File: src/rtl/ase_run_ctrl_pkg.sv
// Shared types and constants for the ASE run controller: FSM states, kill
// reasons, ASE mode encodings and the default-width run configuration record.
package ase_run_ctrl_pkg;

  localparam int ASE_NUM_CH     = 4;
  localparam int ASE_TIMEOUT_W  = 32;
  localparam int ASE_TEST_CNT_W = 16;

  localparam logic [2:0] ASE_MODE_DAEMON          = 3'd1;
  localparam logic [2:0] ASE_MODE_TIMEOUT_SIMKILL = 3'd2;
  localparam logic [2:0] ASE_MODE_SW_SIMKILL      = 3'd3;
  localparam logic [2:0] ASE_MODE_REGRESSION      = 3'd4;

  typedef enum logic [1:0] {
    IDLE  = 2'd0,
    ARMED = 2'd1,
    RUN   = 2'd2,
    KILL  = 2'd3
  } run_state_e;

  typedef enum logic [1:0] {
    NONE       = 2'd0,
    SW         = 2'd1,
    TIMEOUT    = 2'd2,
    REGRESSION = 2'd3
  } kill_reason_e;

  typedef struct packed {
    logic [2:0]                mode;
    logic [ASE_TIMEOUT_W-1:0]  timeout;
    logic [ASE_TEST_CNT_W-1:0] num_tests;
  } ase_run_cfg_t;

  function automatic logic mode_is_legal(input logic [2:0] mode);
    return (mode >= ASE_MODE_DAEMON) && (mode <= ASE_MODE_REGRESSION);
  endfunction

endpackage

File: src/rtl/ase_idle_timer.sv
// Saturating inactivity counter with enable, synchronous clear (which wins
// over enable) and an equality compare against a programmable limit.
module ase_idle_timer #(
  parameter int W = 32
) (
  input  logic         clk,
  input  logic         rst_n,
  input  logic         en,
  input  logic         clr,
  input  logic [W-1:0] cmp_val,
  output logic [W-1:0] cnt,
  output logic         eq
);

  always_ff @(posedge clk or negedge rst_n) begin
    if (!rst_n) begin
      cnt <= '0;
    end else if (clr) begin
      cnt <= '0;
    end else if (en && (cnt != '1)) begin
      cnt <= cnt + 1'b1;
    end
  end

  assign eq = (cnt == cmp_val);

endmodule

File: src/rtl/ase_run_ctrl.sv
// ASE simulation-run controller: latches the run configuration, tracks test
// sessions and channel inactivity, and raises a sticky sim-kill with a reason.
module ase_run_ctrl
  import ase_run_ctrl_pkg::*;
#(
  parameter int NUM_CH     = ASE_NUM_CH,
  parameter int TIMEOUT_W  = ASE_TIMEOUT_W,
  parameter int TEST_CNT_W = ASE_TEST_CNT_W
) (
  input  logic                  clk,
  input  logic                  rst_n,
  input  logic                  cfg_valid,
  input  logic [2:0]            cfg_mode,
  input  logic [TIMEOUT_W-1:0]  cfg_timeout,
  input  logic [TEST_CNT_W-1:0] cfg_num_tests,
  input  logic [NUM_CH-1:0]     ch_active,
  input  logic                  test_start,
  input  logic                  test_done,
  input  logic                  sw_kill_req,
  output logic                  session_ready,
  output logic                  sim_kill,
  output logic [1:0]            kill_reason,
  output logic [TEST_CNT_W-1:0] tests_done_cnt,
  output logic [TIMEOUT_W-1:0]  idle_cnt,
  output logic                  cfg_err,
  output logic [1:0]            run_state
);

  typedef struct packed {
    logic [2:0]            mode;
    logic [TIMEOUT_W-1:0]  timeout;
    logic [TEST_CNT_W-1:0] num_tests;
  } run_cfg_t;

  run_state_e            state_q, state_d;
  kill_reason_e          reason_q, reason_d, cause;
  run_cfg_t              cfg_q;
  logic [TEST_CNT_W-1:0] done_cnt_q, done_cnt_inc;
  logic                  any_active, live, done_fire, arm_to_run, enter_kill;
  logic                  idle_en, idle_clr, idle_eq;
  logic                  ready_d, sim_kill_d, cfg_err_d;
  logic                  ready_q, sim_kill_q, cfg_err_q;

  // All control inputs are single-cycle strobes sampled on the rising edge;
  // there is no backpressure, an input not acted on in the current state is dropped.
  assign any_active   = |ch_active;
  assign live         = (state_q == ARMED) || (state_q == RUN);
  assign done_fire    = (state_q == RUN) && test_done;
  assign done_cnt_inc = (done_cnt_q == '1) ? done_cnt_q : done_cnt_q + 1'b1;

  // Kill causes in priority order; regression compares the post-increment count.
  always_comb begin
    cause = NONE;
    if (live) begin
      if ((cfg_q.mode == ASE_MODE_SW_SIMKILL) && sw_kill_req) begin
        cause = SW;
      end else if ((cfg_q.mode == ASE_MODE_REGRESSION) && (cfg_q.num_tests != '0) &&
                   done_fire && (done_cnt_inc == cfg_q.num_tests)) begin
        cause = REGRESSION;
      end else if ((cfg_q.mode == ASE_MODE_TIMEOUT_SIMKILL) && (cfg_q.timeout != '0) &&
                   idle_eq) begin
        cause = TIMEOUT;
      end
    end
  end

  always_ff @(posedge clk or negedge rst_n) begin
    if (!rst_n) begin
      state_q <= IDLE;
    end else begin
      state_q <= state_d;
    end
  end

  always_comb begin
    state_d = state_q;
    unique case (state_q)
      IDLE:  if (cfg_valid) state_d = ARMED;
      ARMED: begin
        if (cause != NONE)   state_d = KILL;
        else if (test_start) state_d = RUN;
      end
      RUN: begin
        if (cause != NONE)  state_d = KILL;
        else if (test_done) state_d = ARMED;
      end
      KILL:  state_d = KILL;
    endcase
  end

  assign arm_to_run = (state_q == ARMED) && (state_d == RUN);
  assign enter_kill = (state_q != KILL) && (state_d == KILL);

  always_comb begin
    ready_d    = (state_d == ARMED);
    sim_kill_d = (state_d == KILL);
    cfg_err_d  = cfg_valid && ((state_q != IDLE) || !mode_is_legal(cfg_mode));
    reason_d   = enter_kill ? cause : reason_q;
  end

  always_ff @(posedge clk or negedge rst_n) begin
    if (!rst_n) begin
      cfg_q      <= '{mode: ASE_MODE_DAEMON, timeout: '0, num_tests: '0};
      done_cnt_q <= '0;
      reason_q   <= NONE;
      ready_q    <= 1'b0;
      sim_kill_q <= 1'b0;
      cfg_err_q  <= 1'b0;
    end else begin
      if ((state_q == IDLE) && cfg_valid) begin
        cfg_q <= '{mode:      mode_is_legal(cfg_mode) ? cfg_mode : ASE_MODE_DAEMON,
                   timeout:   cfg_timeout,
                   num_tests: cfg_num_tests};
      end
      if (done_fire) begin
        done_cnt_q <= done_cnt_inc;
      end
      reason_q   <= reason_d;
      ready_q    <= ready_d;
      sim_kill_q <= sim_kill_d;
      cfg_err_q  <= cfg_err_d;
    end
  end

  assign idle_en  = live && !any_active;
  assign idle_clr = any_active || arm_to_run || enter_kill;

  ase_idle_timer #(
    .W (TIMEOUT_W)
  ) u_idle_timer (
    .clk     (clk),
    .rst_n   (rst_n),
    .en      (idle_en),
    .clr     (idle_clr),
    .cmp_val (cfg_q.timeout),
    .cnt     (idle_cnt),
    .eq      (idle_eq)
  );

  assign session_ready  = ready_q;
  assign sim_kill       = sim_kill_q;
  assign kill_reason    = reason_q;
  assign tests_done_cnt = done_cnt_q;
  assign cfg_err        = cfg_err_q;
  assign run_state      = state_q;

endmodule

File: config.mk
export PLATFORM = sky130hd
export DESIGN_NAME = ase_run_ctrl
export DESIGN_NICKNAME = d
export VERILOG_FILES = /design/src/rtl/ase_run_ctrl_pkg.sv /design/src/rtl/ase_idle_timer.sv /design/src/rtl/ase_run_ctrl.sv
export SDC_FILE = /design/constraint.sdc
export NUM_CORES = 1
export LEC_CHECK = 0
export CAP_MARGIN = 0
export CORE_UTILIZATION = 53
export DETAILED_ROUTE_END_ITERATION = 12
export GPL_TIMING_DRIVEN = 0
export PLACE_DENSITY = 0.81
export SLEW_MARGIN = 25
export SYNTH_ARGS = -nofsm -noshare
export SYNTH_HDL_FRONTEND = slang
export SYNTH_SLANG_ARGS = --single-unit
File: constraint.sdc
create_clock -name clk -period 3.74 [get_ports clk]
set_input_delay 0.561 -clock clk [delete_from_list [all_inputs] [get_ports clk]]
set_output_delay 0.561 -clock clk [all_outputs]
set_load 0.01 [all_outputs]
# Word level (Yosys, flattened, before mapping)

Cells that the tools add are included.

Bits in registers: 106
Input bits: 61
Word-level logic and storage cells: 69

$add $sub $neg: 2
$lt $le $gt $ge: 2
Eq/ne operators: 14
Mux-type cells: 14
Reduce and logical (&&, ||, !) cells: 27

Operator list:

| cell                    | number |
|---|---|
| $mux W32                | 2 |
| $add A32 B1 Y32 const B | 1 |
| $eq A32 B32 Y1          | 1 |
| $ne A32 B32 Y1 const B  | 1 |
| $reduce_bool A32 Y1     | 1 |
| $mux W2                 | 9 |
| $add A16 B1 Y16 const B | 1 |
| $eq A16 B16 Y1          | 1 |
| $eq A16 B16 Y1 const B  | 1 |
| $mux W16                | 1 |
| $reduce_bool A16 Y1     | 1 |
| $logic_and A1 B1 Y1     | 14 |
| $eq A2 B2 Y1 const B    | 4 |
| $pmux W2 S4             | 1 |
| $eq A3 B2 Y1 const B    | 2 |
| $reduce_bool A2 Y1      | 3 |
| $eq A2 B1 Y1 const B    | 2 |
| $logic_or A1 B1 Y1      | 4 |
| $reduce_or A4 Y1        | 1 |
| $eq A3 B3 Y1 const B    | 1 |
| $ge A3 B1 Y1 const B    | 1 |
| $le A3 B3 Y1 const B    | 1 |
| $mux W3                 | 1 |
| $logic_not A1 Y1        | 2 |
| other kinds (2)         | 2 |

# Depth between registers and ports, before layout

Word-level depth: 15
Gate-level depth with buffers: 12
Mapped depth without buffers: 10

# By module

Synthesis repeated with hierarchy kept, for this count alone.

Cell total of the unflattened synthesis: 621
Area, all modules: 6262.3 µm²

By module, submodules not included:

| module         | instances | cells each | area each (µm²) | seq. area each (µm²) |
|---|---|---|---|---|
| ase_run_ctrl   | 1         | 382        | 4097.7          | 1853.0 |
| ase_idle_timer | 1         | 239        | 2164.6          | 800.8 |

# Worst setup path before layout

OpenSTA, ideal clock, no wires.

Path kind: flip-flop to flip-flop
Start point: register done_cnt_q[1] (netlist: tests_done_cnt[1])
End point: register ready_q (netlist: session_ready)
Arrival time: 2.986 ns
Data required time: 3.620 ns
Setup slack: 0.634 ns
Cell stages (with the launch flop): 11
Path buffers: 1
Path through: dfrtp_1 ha_1 nand4_1 clkbuf_1 or4_1 nor3_1 a31oi_1 or4_1 nor4_4 o211ai_2 and3_1

Word-level cells in the longest chain between the ends: 11
Elaborated cells between the ends (all ways): 13

Ends and longest elaborated chain:

| element                                                  | RTL line                               | text |
|---|---|---|
| start, declared                                          | ase_run_ctrl.sv:38                     | `logic [TEST_CNT_W-1:0] done_cnt_q, done_cnt_inc;` |
| start signal, assigned                                   | ase_run_ctrl.sv:116                    | `done_cnt_q <= done_cnt_inc;` |
| $add A16 B1 Y16 / $eq A16 B16 Y1 (equally long branches) | ase_run_ctrl.sv:49                     | `assign done_cnt_inc = (done_cnt_q == '1) ? done_cnt_q : done_cnt_q + 1'b1;` |
| $mux W16 *                                               | ase_run_ctrl.sv:49                     |  |
| $eq A16 B16 Y1 *                                         | ase_run_ctrl.sv:58                     | `done_fire && (done_cnt_inc == cfg_q.num_tests)) begin` |
| $logic_and A1 B1 Y1 *                                    | ase_run_ctrl.sv:58                     |  |
| $mux W2 *                                                | ase_run_ctrl.sv:57                     | `end else if ((cfg_q.mode == ASE_MODE_REGRESSION) && (cfg_q.num_tests != '0) &&` |
| $mux W2 *                                                | ase_run_ctrl.sv:55                     | `if ((cfg_q.mode == ASE_MODE_SW_SIMKILL) && sw_kill_req) begin` |
| $mux W2 *                                                | ase_run_ctrl.sv:54                     | `if (live) begin` |
| $reduce_bool A2 Y1 *                                     | ase_run_ctrl.sv:80, ase_run_ctrl.sv:84 |  |
| $mux W2 (on tied branches)                               | ase_run_ctrl.sv:84, ase_run_ctrl.sv:80 |  |
| $pmux W2 S4 *                                            | ase_run_ctrl.sv:77                     | `unique case (state_q)` |
| $eq A2 B1 Y1 *                                           | ase_run_ctrl.sv:95                     | `ready_d = (state_d == ARMED);` |
| net ready_d                                              | ase_run_ctrl.sv:41                     | `logic ready_d, sim_kill_d, cfg_err_d;` |
| end signal, assigned                                     | ase_run_ctrl.sv:119                    | `ready_q <= ready_d;` |
| end, declared                                            | ase_run_ctrl.sv:42                     | `logic ready_q, sim_kill_q, cfg_err_q;` |

Mark *: on every way through the listed nets, which the timed path passes. The rest lies on a longest branch.
A chain may end at the register's enable or synchronous reset.

# Worst setup path after layout

Start point: register done_cnt_q[1] (netlist: tests_done_cnt[1])
End point: register u_idle_timer.cnt[7]

Word-level cells in the longest chain between the ends: 15
Elaborated cells between the ends (all ways): 20

Ends and longest elaborated chain:

| element                                                  | RTL line                               | text |
|---|---|---|
| $add A16 B1 Y16 / $eq A16 B16 Y1 (equally long branches) | ase_run_ctrl.sv:49                     |  |
| $mux W16 *                                               | ase_run_ctrl.sv:49                     |  |
| $eq A16 B16 Y1 *                                         | ase_run_ctrl.sv:58                     |  |
| $logic_and A1 B1 Y1 *                                    | ase_run_ctrl.sv:58                     |  |
| $mux W2 *                                                | ase_run_ctrl.sv:57                     |  |
| $mux W2 *                                                | ase_run_ctrl.sv:55                     |  |
| $mux W2 *                                                | ase_run_ctrl.sv:54                     |  |
| $reduce_bool A2 Y1 *                                     | ase_run_ctrl.sv:80, ase_run_ctrl.sv:84 |  |
| $mux W2 (on tied branches)                               | ase_run_ctrl.sv:84, ase_run_ctrl.sv:80 |  |
| $pmux W2 S4 *                                            | ase_run_ctrl.sv:77                     |  |
| $eq A2 B2 Y1                                             | ase_run_ctrl.sv:91                     | `assign arm_to_run = (state_q == ARMED) && (state_d == RUN);` |
| $logic_and A1 B1 Y1                                      | ase_run_ctrl.sv:91                     |  |
| $logic_or A1 B1 Y1                                       | ase_run_ctrl.sv:126                    | `assign idle_clr = any_active \|\| arm_to_run \|\| enter_kill;` |
| $logic_or A1 B1 Y1 *                                     | ase_run_ctrl.sv:126                    |  |
| $mux W32 / $reduce_bool A2 Y1 (equally long branches)    | n/a                                    |  |
| end signal, assigned                                     | ase_idle_timer.sv:21                   | `cnt <= cnt + 1'b1;` |
| end, declared                                            | ase_idle_timer.sv:11                   | `output logic [W-1:0] cnt,` |

Mark *: on every way between the ends. The rest lies on a longest branch, timed or not.

==> key figures <==
Floorplanning
  • Die height: 110 um
  • Core area: 0.0114 mm^2
  • Num ports: 116
  • Initial Utilization: 0.545
  • Die extent in x: 110 um
  • Number of core rows: 39
  • DIE AREA: 0.0122 mm^2

GRT
  • Gr ovfl total: 0
  • First-pass GRT wire length: 27.2 mm
  • Initial antenna violation count: 0
  • Total GRT Usage: 0.300
  • Number of global-route vias before repair: 5,230
  • Largest net degree at the start of global routing: 56

Synthesis
  • Syn_nets: 707
  • Synth Cell Area: 0.00623 mm^2
  • EDFF count, synth: 0
  • Ys Warns: 0
  • Post-synth top area share: 0.422
  • Dominant cell type by area after synthesis: dfrtp_1
  • Sequential-to-total area share from yosys stat: 0.426
  • Synthesized instance count: 639
  • Syn Area/Cell: 9.74 um^2
  • Dominant synthesized flop cell: dfrtp_1
  • #FFs+latches synth: 106
  • Ys async rst share: 1.00
  • Top cells by area, synth: dfrtp_1 42%, mux2_2 9.0%, xor2_1 7.0%
  • Synth cell types: 56

Clock tree
  • Clk_lat worst skew: 360 ps
  • Clock Pin Slew Worst Setup and Hold Paths: 70 ps
  • CTS H-tree lvls: 3
  • CTS tree: yes
  • Clock Tree Buf Depth: 2
  • Cts-stage hold buffer count: 0
  • Total CTS buffers: 9
  • Clock sink count: 106
  • CTS root buf: clkbuf_16

STA
  • RSZ-0062 raised after global routing: no
  • Worst-Margin Slew: 772 ps
  • Fin crit share: 0.953
  • Slew Limit Fails: 0
  • Maximum clock rate: 281 MHz
  • Fin Setup TNS: 0 ps
  • Final setup margin: 175 ps
  • Clock skew: 10.1 ps
  • Min cycle time layout: 3560 ps
  • Endpoints failing setup: 0
  • Final hold vios: 0
  • Slew HR: 0.472

Routing
  • 1st-iter DRT viols: 389
  • Average wire per standard cell: 18.8 um
  • Total length of routed wires: 17.2 mm
  • First-pass DRT Iterations: 8
  • # DRC: 0
  • DRT antenna net count: 0
  • Via count: 5,425
  • Drt via density: 5.93

Power
  • Lkg Pwr: 3.32 nW
  • Pwr Density: 571 mW/mm^2
  • Worst-case vdd ir drop: 0.544 mV

Layout
  • Share of layout cells above drive strength 1: 0.117
  • Commonest non-fill, non-tap cells in the layout: 114 x clkdlybuf4s50_1, 103 x dfrtp_1, 67 x nand2_1, 53 x nor2_1
  • ANT cells: 0
  • Area taken by multi-input logic gates: 0.00336 mm^2
  • Commonest non-fill, non-tap cell in the layout: clkdlybuf4s50_1
  • Filler Cells Inserted: 892
  • Syn-to-layout area delta: 26.9%
  • # nets final: 835
  • Utilization after layout: 0.692
  • Reg area: 0.00266 mm^2

Place
  • # port buffers: 115
  • Setup WS pre-CTS: -109 ps
  • Dpl hpwl: 13.2 mm
  • Gpl congestion: 0.916

Worst setup path
  • Launch point of the worst path: tests_done_cnt[1]
  • Critical path cell sequence: ha_1, nand4_1, clkbuf_1, nor4_2, mux2_2, a311oi_1, and4_1, nand4_1, a22oi_2, buf_4, buf_6, nor2_1
  • Worst Path Buf+Inv: 3
  • Cell repeated most along the worst path: nand4_1
  • Crit path max fanout: 10
  • Slowest cell on crit path: dfrtp_2
  • CP required: 3990 ps
  • Slowest cell delay on critical path: 470 ps
  • CP endpoint kind: flip-flop
  • Worst path top cell family by delay: simple AND/OR/NAND/NOR gates
  • Critical path class: reg2reg
  • Worst Path Arrival: 3820 ps
  • Startpoint Class: flip-flop
  • Worst R2R Start: tests_done_cnt[1]

Worst hold path
  • Hold WC Path Type: in2async

Status
  • Outcome: complete, no violations

Job
  • Max_cap viols: 0
==> registers in the layout, summed over array words and instances (netlist names) <==
| name | cells |
|---|---|
| cfg_q | 51 |
| kill_reason | 2 |
| run_state | 2 |
| session_ready | 1 |
| cfg_err | 1 |
| tests_done_cnt | 16 |
| u_idle_timer.cnt | 32 |
| sim_kill | 1 |
==> worst register-to-register path: cells and delay by family (launching register included) <==
kind | cells | cell delay, ps
simple gates | 5 | 1150
buf+inv | 3 | 660
flops | 1 | 470
compound gates | 2 | 460
mux | 1 | 420
fa+ha+maj | 1 | 320
==> worst paths after layout <==
kind	cells after the start	slack, ps	to
hold / removal	1	140	tests_done_cnt[5]
hold reg to reg	2	520	cfg_q[50]
max in group asynchronous	2	2980	cfg_q[5]
setup / recovery	12	180	u_idle_timer.cnt[7]
setup reg to reg	12	180	u_idle_timer.cnt[7]
min in group clk	2	520	cfg_q[50]
==> per-layer routing <==
| layer | global-route usage | part of all wire | up-vias |
|---|---|---|---|
| met3 | 0.0688 | 0.064 | 43 |
| met2 | 0.477 | 0.47 | 223 |
| met4 | 0.105 | 0.028 | 0 |
| met1 | 0.402 | 0.44 | 2618 |
| met5 | 0 | 0 | - |
| li1 | - | - | 2541 |
==> final cells by class <==
type | count | area share
plain buffers | 31 | 0.0196
clock buffers | 11 | 0.0307
flip-flops and latches | 106 | 0.336
clock inverters | 5 | 0.00570
multi-input cells | 483 | 0.426
inverters | 19 | 0.00903
well taps | 143 | 0.0226
repair buffers | 117 | 0.150
==> logic make-up after synthesis <==
logic type / count (synthesis) / share of synthesized area
DFF: 106 / 0.426
buffers and inverters: 50 / 0.0364
xor gates and xnor gates: 93 / 0.131
and+or+nand+nor: 262 / 0.221
AOI/OAI and AO/OA: 65 / 0.0713
adders and majority gates: 7 / 0.0141
muxes: 56 / 0.100
==> synth_stat cells, types with 2 or more instances <==
master and count:
clkbuf_1 19, a21oi_1 14, a211oi_1 3, a31oi_1 3
buf_4 2, ha_1 7, buf_6 3, nand3_1 18
and2_1 3, nor4b_1 2, or4_1 6, o21ai_0 15
and4_1 9, buf_2 6, a2111o_1 2, nor4_1 29
nand2b_1 5, mux2i_1 6, dfrtp_1 105, and3_1 13
nand4b_1 2, nor3b_1 5, xnor2_1 43, o211ai_1 5
nand4_1 28, nor2_1 53, nor3_1 13, a22oi_1 3
o41ai_1 3, a21boi_0 2, or3_1 2, nand2_1 67
o21a_1 3, inv_1 19, mux2_2 50, nor2b_1 2
xor2_1 50
==> per-stage QoR <==
stage          instance area (um^2)  power, W  cells  hold WS, ps
3_5_place_dp                   7580   0.00358    898          496
4_1_cts                        7880   0.00450    914          157
5_1_grt                        7900   0.00477    915          177
2_1_floorplan                  6230   0.00296    639          265
6_report                       7900   0.00451    915          138
3_3_place_gp                   7560   0.00351    897          484
==> where the power goes <==
part	switching, W	internal (W)
Sequential	0.000404	0.00149
Clock	0.000444	0.000480
Combinational	0.000842	0.000858
==> timing repair <==
item,4_1_cts,5_1_grt
pin swaps,1,1
gates resized for setup,1,4
setup buffers,0,1
setup endpoints to repair,32,36
Power figures use the tool's default switching activity.
